$ cat config.mk
export PLATFORM = sky130hd
export DESIGN_NAME = disp_data_sel_n
export DESIGN_NICKNAME = d
export VERILOG_FILES = /design/src/rtl/disp_data_sel_n.sv
export SDC_FILE = /design/constraint.sdc
export NUM_CORES = 1
export LEC_CHECK = 0
export CAP_MARGIN = 0
export CORE_ASPECT_RATIO = 0.6
export CORE_MARGIN = 4
export CORE_UTILIZATION = 45
export CTS_BUF_LIST = sky130_fd_sc_hd__clkbuf_4 sky130_fd_sc_hd__clkbuf_8
export DETAILED_ROUTE_END_ITERATION = 16
export PLACE_DENSITY = 0.84
export SLEW_MARGIN = 40
export SYNTH_ARGS = -nofsm -noshare
export SYNTH_HDL_FRONTEND = slang
export SYNTH_SLANG_ARGS = --single-unit
$ cat constraint.sdc
create_clock -name clk -period 3.9 [get_ports clk]
set_clock_uncertainty 0.15 [all_clocks]
set_input_delay 0.78 -clock clk [delete_from_list [all_inputs] [get_ports clk]]
set_output_delay 0.78 -clock clk [all_outputs]
set_load 0.05 [all_outputs]
$ cat src/rtl/disp_data_sel_n.sv
// -----------------------------------------------------------------------------
// disp_data_sel_n
// N-channel display data selector. Picks one of N_CH sensor words and hands it
// to the display encoder. The channel advances on a debounced push-button press
// (manual mode) or on a fixed period (auto-scroll mode). Channels cleared in the
// ch_en mask are skipped. The output is held at zero and the selection at
// channel 0 until a post-reset startup hold has elapsed.
//
// Ports:
//   clk        in   system clock
//   rst_n      in   asynchronous active-low reset
//   btn        in   raw push-button (asynchronous, active-high)
//   mode       in   0 = manual (button advances), 1 = auto-scroll
//   ch_en      in   per-channel enable mask, bit i enables channel i
//   data_in    in   packed channel words, channel i = data_in[i*DW +: DW]
//   dataout    out  selected channel word (registered)
//   ch_sel     out  index of the currently selected channel
//   dout_valid out  high once the startup hold has elapsed
//   ch_change  out  one-cycle pulse in the first cycle a new ch_sel is shown
// -----------------------------------------------------------------------------
module disp_data_sel_n #(
  parameter int  N_CH         = 4,
  parameter int  DW           = 16,
  parameter int  STARTUP_CYC  = 256,
  parameter int  DEBOUNCE_CYC = 50000,
  parameter int  AUTO_PERIOD  = 50000000,
  localparam int CW           = (N_CH > 2) ? $clog2(N_CH) : 1
) (
  input  logic               clk,
  input  logic               rst_n,
  input  logic               btn,
  input  logic               mode,
  input  logic [N_CH-1:0]    ch_en,
  input  logic [N_CH*DW-1:0] data_in,
  output logic [DW-1:0]      dataout,
  output logic [CW-1:0]      ch_sel,
  output logic               dout_valid,
  output logic               ch_change
);

  // Counter widths sized to hold their terminal values.
  localparam int SW  = $clog2(STARTUP_CYC + 1);
  localparam int DBW = (DEBOUNCE_CYC > 2) ? $clog2(DEBOUNCE_CYC) : 1;
  localparam int AW  = (AUTO_PERIOD > 2) ? $clog2(AUTO_PERIOD) : 1;

  localparam logic [SW-1:0]  SU_LAST   = SW'(STARTUP_CYC - 1);
  localparam logic [DBW-1:0] DB_LAST   = DBW'(DEBOUNCE_CYC - 1);
  localparam logic [AW-1:0]  AUTO_LAST = AW'(AUTO_PERIOD - 1);

  // Returns {found, index} of the first enabled channel after cur, scanning
  // cur+1, cur+2, ... modulo N_CH. The current channel itself is never a
  // candidate, so "only current enabled" and "none enabled" both report
  // found = 0. Scanning from the far end lets the nearest hit win.
  function automatic logic [CW:0] find_next(input logic [CW-1:0]   cur,
                                            input logic [N_CH-1:0] en);
    logic [CW:0]   res;
    logic [CW-1:0] idx;
    int            sum;
    res = {1'b0, cur};
    for (int k = N_CH - 1; k >= 1; k--) begin
      sum = int'(cur) + k;
      sum = (sum >= N_CH) ? (sum - N_CH) : sum;
      idx = CW'(sum);
      res = en[idx] ? {1'b1, idx} : res;
    end
    return res;
  endfunction

  // State registers
  logic           sync1_q, sync1_d;
  logic           sync2_q, sync2_d;
  logic           btn_db_q, btn_db_d;
  logic [DBW-1:0] db_cnt_q, db_cnt_d;
  logic           btn_pulse_q, btn_pulse_d;
  logic [SW-1:0]  startup_cnt_q, startup_cnt_d;
  logic           dout_valid_q, dout_valid_d;
  logic           mode_prev_q, mode_prev_d;
  logic [AW-1:0]  auto_cnt_q, auto_cnt_d;
  logic [CW-1:0]  ch_sel_q, ch_sel_d;
  logic           ch_change_q, ch_change_d;
  logic [DW-1:0]  dataout_q, dataout_d;

  // Combinational helpers
  logic [DW-1:0]  ch_word_s [N_CH];
  logic [CW:0]    nxt_s;
  logic           mode_chg_s;
  logic           auto_tc_s;
  logic           advance_s;

  for (genvar g = 0; g < N_CH; g++) begin : g_slice
    assign ch_word_s[g] = data_in[g*DW +: DW];
  end

  assign nxt_s      = find_next(ch_sel_q, ch_en);
  assign mode_chg_s = mode ^ mode_prev_q;
  // A mode change suppresses the terminal count so switching never advances.
  assign auto_tc_s  = mode & ~mode_chg_s & (auto_cnt_q == AUTO_LAST);
  // Button and terminal count are OR-ed, so a coincidence yields one advance.
  assign advance_s  = dout_valid_q & (btn_pulse_q | auto_tc_s);

  // Button synchroniser and debounce; pulse on accepted 0->1 level change.
  always_comb begin
    sync1_d     = btn;
    sync2_d     = sync1_q;
    btn_db_d    = btn_db_q;
    db_cnt_d    = db_cnt_q;
    btn_pulse_d = 1'b0;
    if (sync2_q != btn_db_q) begin
      if (db_cnt_q == DB_LAST) begin
        btn_db_d    = sync2_q;
        db_cnt_d    = '0;
        btn_pulse_d = sync2_q;
      end else begin
        db_cnt_d    = db_cnt_q + DBW'(1);
      end
    end else begin
      db_cnt_d = '0;
    end
  end

  // Startup hold: count from reset release, then latch dout_valid high.
  always_comb begin
    startup_cnt_d = startup_cnt_q;
    dout_valid_d  = dout_valid_q;
    if (!dout_valid_q) begin
      startup_cnt_d = startup_cnt_q + SW'(1);
      dout_valid_d  = (startup_cnt_q == SU_LAST);
    end else begin
      startup_cnt_d = startup_cnt_q;
    end
  end

  // Auto-scroll timer: held at zero outside auto mode, restarted by presses.
  always_comb begin
    mode_prev_d = mode;
    if (!dout_valid_q || mode_chg_s || !mode || btn_pulse_q || auto_tc_s) begin
      auto_cnt_d = '0;
    end else begin
      auto_cnt_d = auto_cnt_q + AW'(1);
    end
  end

  // Channel selection and registered output word.
  always_comb begin
    ch_sel_d    = ch_sel_q;
    ch_change_d = 1'b0;
    if (!dout_valid_q) begin
      ch_sel_d = '0;
    end else if (advance_s && nxt_s[CW]) begin
      ch_sel_d    = nxt_s[CW-1:0];
      ch_change_d = 1'b1;
    end else begin
      ch_sel_d = ch_sel_q;
    end
    if (dout_valid_q) begin
      dataout_d = ch_word_s[ch_sel_q];
    end else begin
      dataout_d = '0;
    end
  end

  // State update with asynchronous reset.
  always_ff @(posedge clk or negedge rst_n) begin
    if (!rst_n) begin
      sync1_q       <= 1'b0;
      sync2_q       <= 1'b0;
      btn_db_q      <= 1'b0;
      db_cnt_q      <= '0;
      btn_pulse_q   <= 1'b0;
      startup_cnt_q <= '0;
      dout_valid_q  <= 1'b0;
      mode_prev_q   <= 1'b0;
      auto_cnt_q    <= '0;
      ch_sel_q      <= '0;
      ch_change_q   <= 1'b0;
      dataout_q     <= '0;
    end else begin
      sync1_q       <= sync1_d;
      sync2_q       <= sync2_d;
      btn_db_q      <= btn_db_d;
      db_cnt_q      <= db_cnt_d;
      btn_pulse_q   <= btn_pulse_d;
      startup_cnt_q <= startup_cnt_d;
      dout_valid_q  <= dout_valid_d;
      mode_prev_q   <= mode_prev_d;
      auto_cnt_q    <= auto_cnt_d;
      ch_sel_q      <= ch_sel_d;
      ch_change_q   <= ch_change_d;
      dataout_q     <= dataout_d;
    end
  end

  assign dataout    = dataout_q;
  assign ch_sel     = ch_sel_q;
  assign dout_valid = dout_valid_q;
  assign ch_change  = ch_change_q;

endmodule
==> out/results.ini <==
[run_status]
status = finished clean

[clocking]
clkSlewWorstSetupHoldPaths_ns = 0.08
clock_latency_ns = 0.36
post_cts.repair.setup_buffers = 0
cts_repair_resize_count = 0
cts.sinks = 76
root_buffer = clkbuf_8
cts_tree = built
cts-buffers-inserted = 9
htreeDepth = 3
hold_buffers = 0
cts_max_path_buffers = 2

[drt]
routed_wl_mm = 8.24
post_drt_wl_per_cell_um = 15.0
drc = 0
antenna_left = 0
routed-via-count = 2860
drt_iter0_drc = 179
vias_per_cell = 5.21
firstDrtPassIters = 4

[worst_setup_path]
start_kind = flop
cp_max_fo = 23
worstPathRequired_ns = 2.97
cpMaxStageDelayCell = clkdlybuf4s50_1
cp_slowest_stage_delay_ns = 0.88
timing.rr.end = auto_cnt_q[5]$_DFF_PN0_
end_kind = primary output
cp.arrival_ns = 1.93
reg2reg_setup_slack_ns = 1.42
timing.rr.start = auto_cnt_q[0]$_DFF_PN0_
r2r_cells = 6
crit_type = reg2out
crit_chain = buf_4 -> clkdlybuf4s50_1

[synth]
synth_area_leader_cell = dfrtp_1
synth_edf_count = 0
synth_warnings = 0
synth_seq_cells = 76
synth_top_area_share_pct = 50.0
ys_types = 44
syn_inst = 343
synthFlopType = dfrtp_1
synthArstFlopShare_pct = 100
syn_nets = 420
syn-cell-area_um2 = 3810
synth.avg_cell_area_um2 = 11.1
seq_area_frac_synth_pct = 50.0
synth_area_leaders = dfrtp_1 (50%), mux4_2 (9.5%), xnor2_1 (6.4%)

[global_route]
grt_pass1_wl_mm = 13.8
grtUsageTotal_pct = 17.5
grt_overflow = 0
antenna_found_initial = 0
grt_max_degree = 77
first_global_vias = 3022

[finish]
fillers = 640
diodes = 0
syn_to_final_growth_pct = 30.8
final_cell_mix = clkdlybuf4s50_1 (90), dfrtp_1 (76), nor2_1 (59), xnor2_1 (28), nand2_1 (25)
finalNonFillerCells = 549
drive_gt1_share_pct = 11.1
final_nets = 513
final_core_util_pct = 61.9
multi_input_area_um2 = 1810
final_common_cell = clkdlybuf4s50_1
seqCellArea_um2 = 1900

[sta]
hold_ws_ns = 0.204
maxSlewViolCount = 0
tightestPinTransition_ns = 0.689
fmax_mhz = 349
setup_viol = 0
hold_violations = 0
tns_ns = 0
period_share_pct = 73.4
rsz0062_at_grt = no
relSlewSlack_pct = 53.9
finalCriticalPeriod_ns = 2.86

[power]
power_mw = 1.43
ir_drop_uv = 167
leakagePower_nw = 1.95
power.density_nw_per_um2 = 288

[floorplan]
fp.dieH_um = 79.2
dieArea_um2 = 10000
core_um2 = 8040
die_w_um = 127
ios = 92
std_cell_rows = 25
start_util_pct = 47.3

[min_path]
hold_end = sync2_q$_DFF_PN0_
min-delay-start = sync1_q$_DFF_PN0_
hold_class = reg2reg
worstHoldPathCells = 0

[flow_run]
maxCapViolCount = 0

[placement]
gp_congestion = 0.833
dp_cells = 533
port_buffers = 91
dp.final_hpwl_mm = 6.11

## critical path: cells and delay by family (launching register included)
kind / cells / cell delay, ns
buffers and inverters: 2 / 1.23
DFF: 1 / 0.33
## Yosys cell counts (2+ instances only)
cell type / instances
and2_1: 18
xor2_1: 18
nor2b_1: 3
or2_2: 2
nand3_1: 10
nor4_1: 5
inv_1: 8
nand4_1: 13
and3_1: 4
mux2_2: 2
nor3_1: 7
nand2b_1: 2
a21oi_1: 4
ha_1: 5
nand2_1: 25
dfrtp_1: 76
mux4_2: 16
o211ai_1: 2
xnor2_1: 28
clkbuf_1: 7
nor3b_1: 2
nor2_1: 59
buf_6: 3
o21ai_0: 2
nor4_2: 3
## registers in the layout (all words and copies together) (netlist names), 2 cells and up
signal	cells
auto_cnt_q	26
dataout	16
startup_cnt_q	9
db_cnt_q	16
ch_sel	2
## how the worst max path moves through the flow
stage | start | end | slack, ns | cells past startpoint
6_report | ch_sel[0]$_DFFE_PN0P_ | ch_sel[0] | 1.04 | 2
3_5_place_dp | mode | auto_cnt_q[15]$_DFF_PN0_ | 0.72 | 7
4_1_cts | ch_sel[0]$_DFFE_PN0P_ | ch_sel[0] | 0.99 | 2
5_1_grt | ch_sel[0]$_DFFE_PN0P_ | ch_sel[0] | 0.93 | 2
3_3_place_gp | mode | auto_cnt_q[15]$_DFF_PN0_ | 0.94 | 7
2_1_floorplan | ch_sel[1]$_DFFE_PN0P_ | ch_sel[0]$_DFFE_PN0P_ | 1.79 | 7
## where the power goes
| group | leakage (nW) | total, mW | switching, mW | internal (mW) |
|---|---|---|---|---|
| clock | 0.0898 | 0.526 | 0.288 | 0.238 |
| combinational | 0.818 | 0.114 | 0.0362 | 0.0781 |
| sequential | 1.04 | 0.794 | 0.00278 | 0.791 |
## logic make-up after synthesis
| group | share of synthesized area [%] |
|---|---|
| adder cells (fa/ha/maj) | 1.64 |
| XOR/XNOR | 10.6 |
| buffers and inverters | 2.60 |
| multiplexers | 10.3 |
| AND/OR/NAND/NOR | 22.3 |
| flip-flops | 50.0 |
| AO/OA/AOI/OAI | 2.56 |
## per-layer routing
layer / track usage [%] / vias up / part of all wire [%]
met5: 0 / - / 0
met2: 28.2 / 93 / 47
met3: 8.80 / 8 / 8.2
li1: - / 1375 / -
met4: 4.07 / 0 / 0.97
met1: 21.3 / 1384 / 43
## per-stage QoR
step / instance area [um2] / setup slack, ns
final: 4980 / 1.04
after detailed placement: 4810 / 0.725
after global placement: 4800 / 0.939
after floorplan: 3810 / 1.79
after global routing: 4980 / 0.925
after CTS: 4980 / 0.991
## final cells by class
class,instances,area share [%]
inverters,8,0.603
multi-input cells,247,36.3
well taps,108,2.71
clock buffers,10,2.64
repair buffers,94,18.8
clock inverters,6,0.804
flip-flops and latches,76,38.2
(Power assumes the default switching activity.)
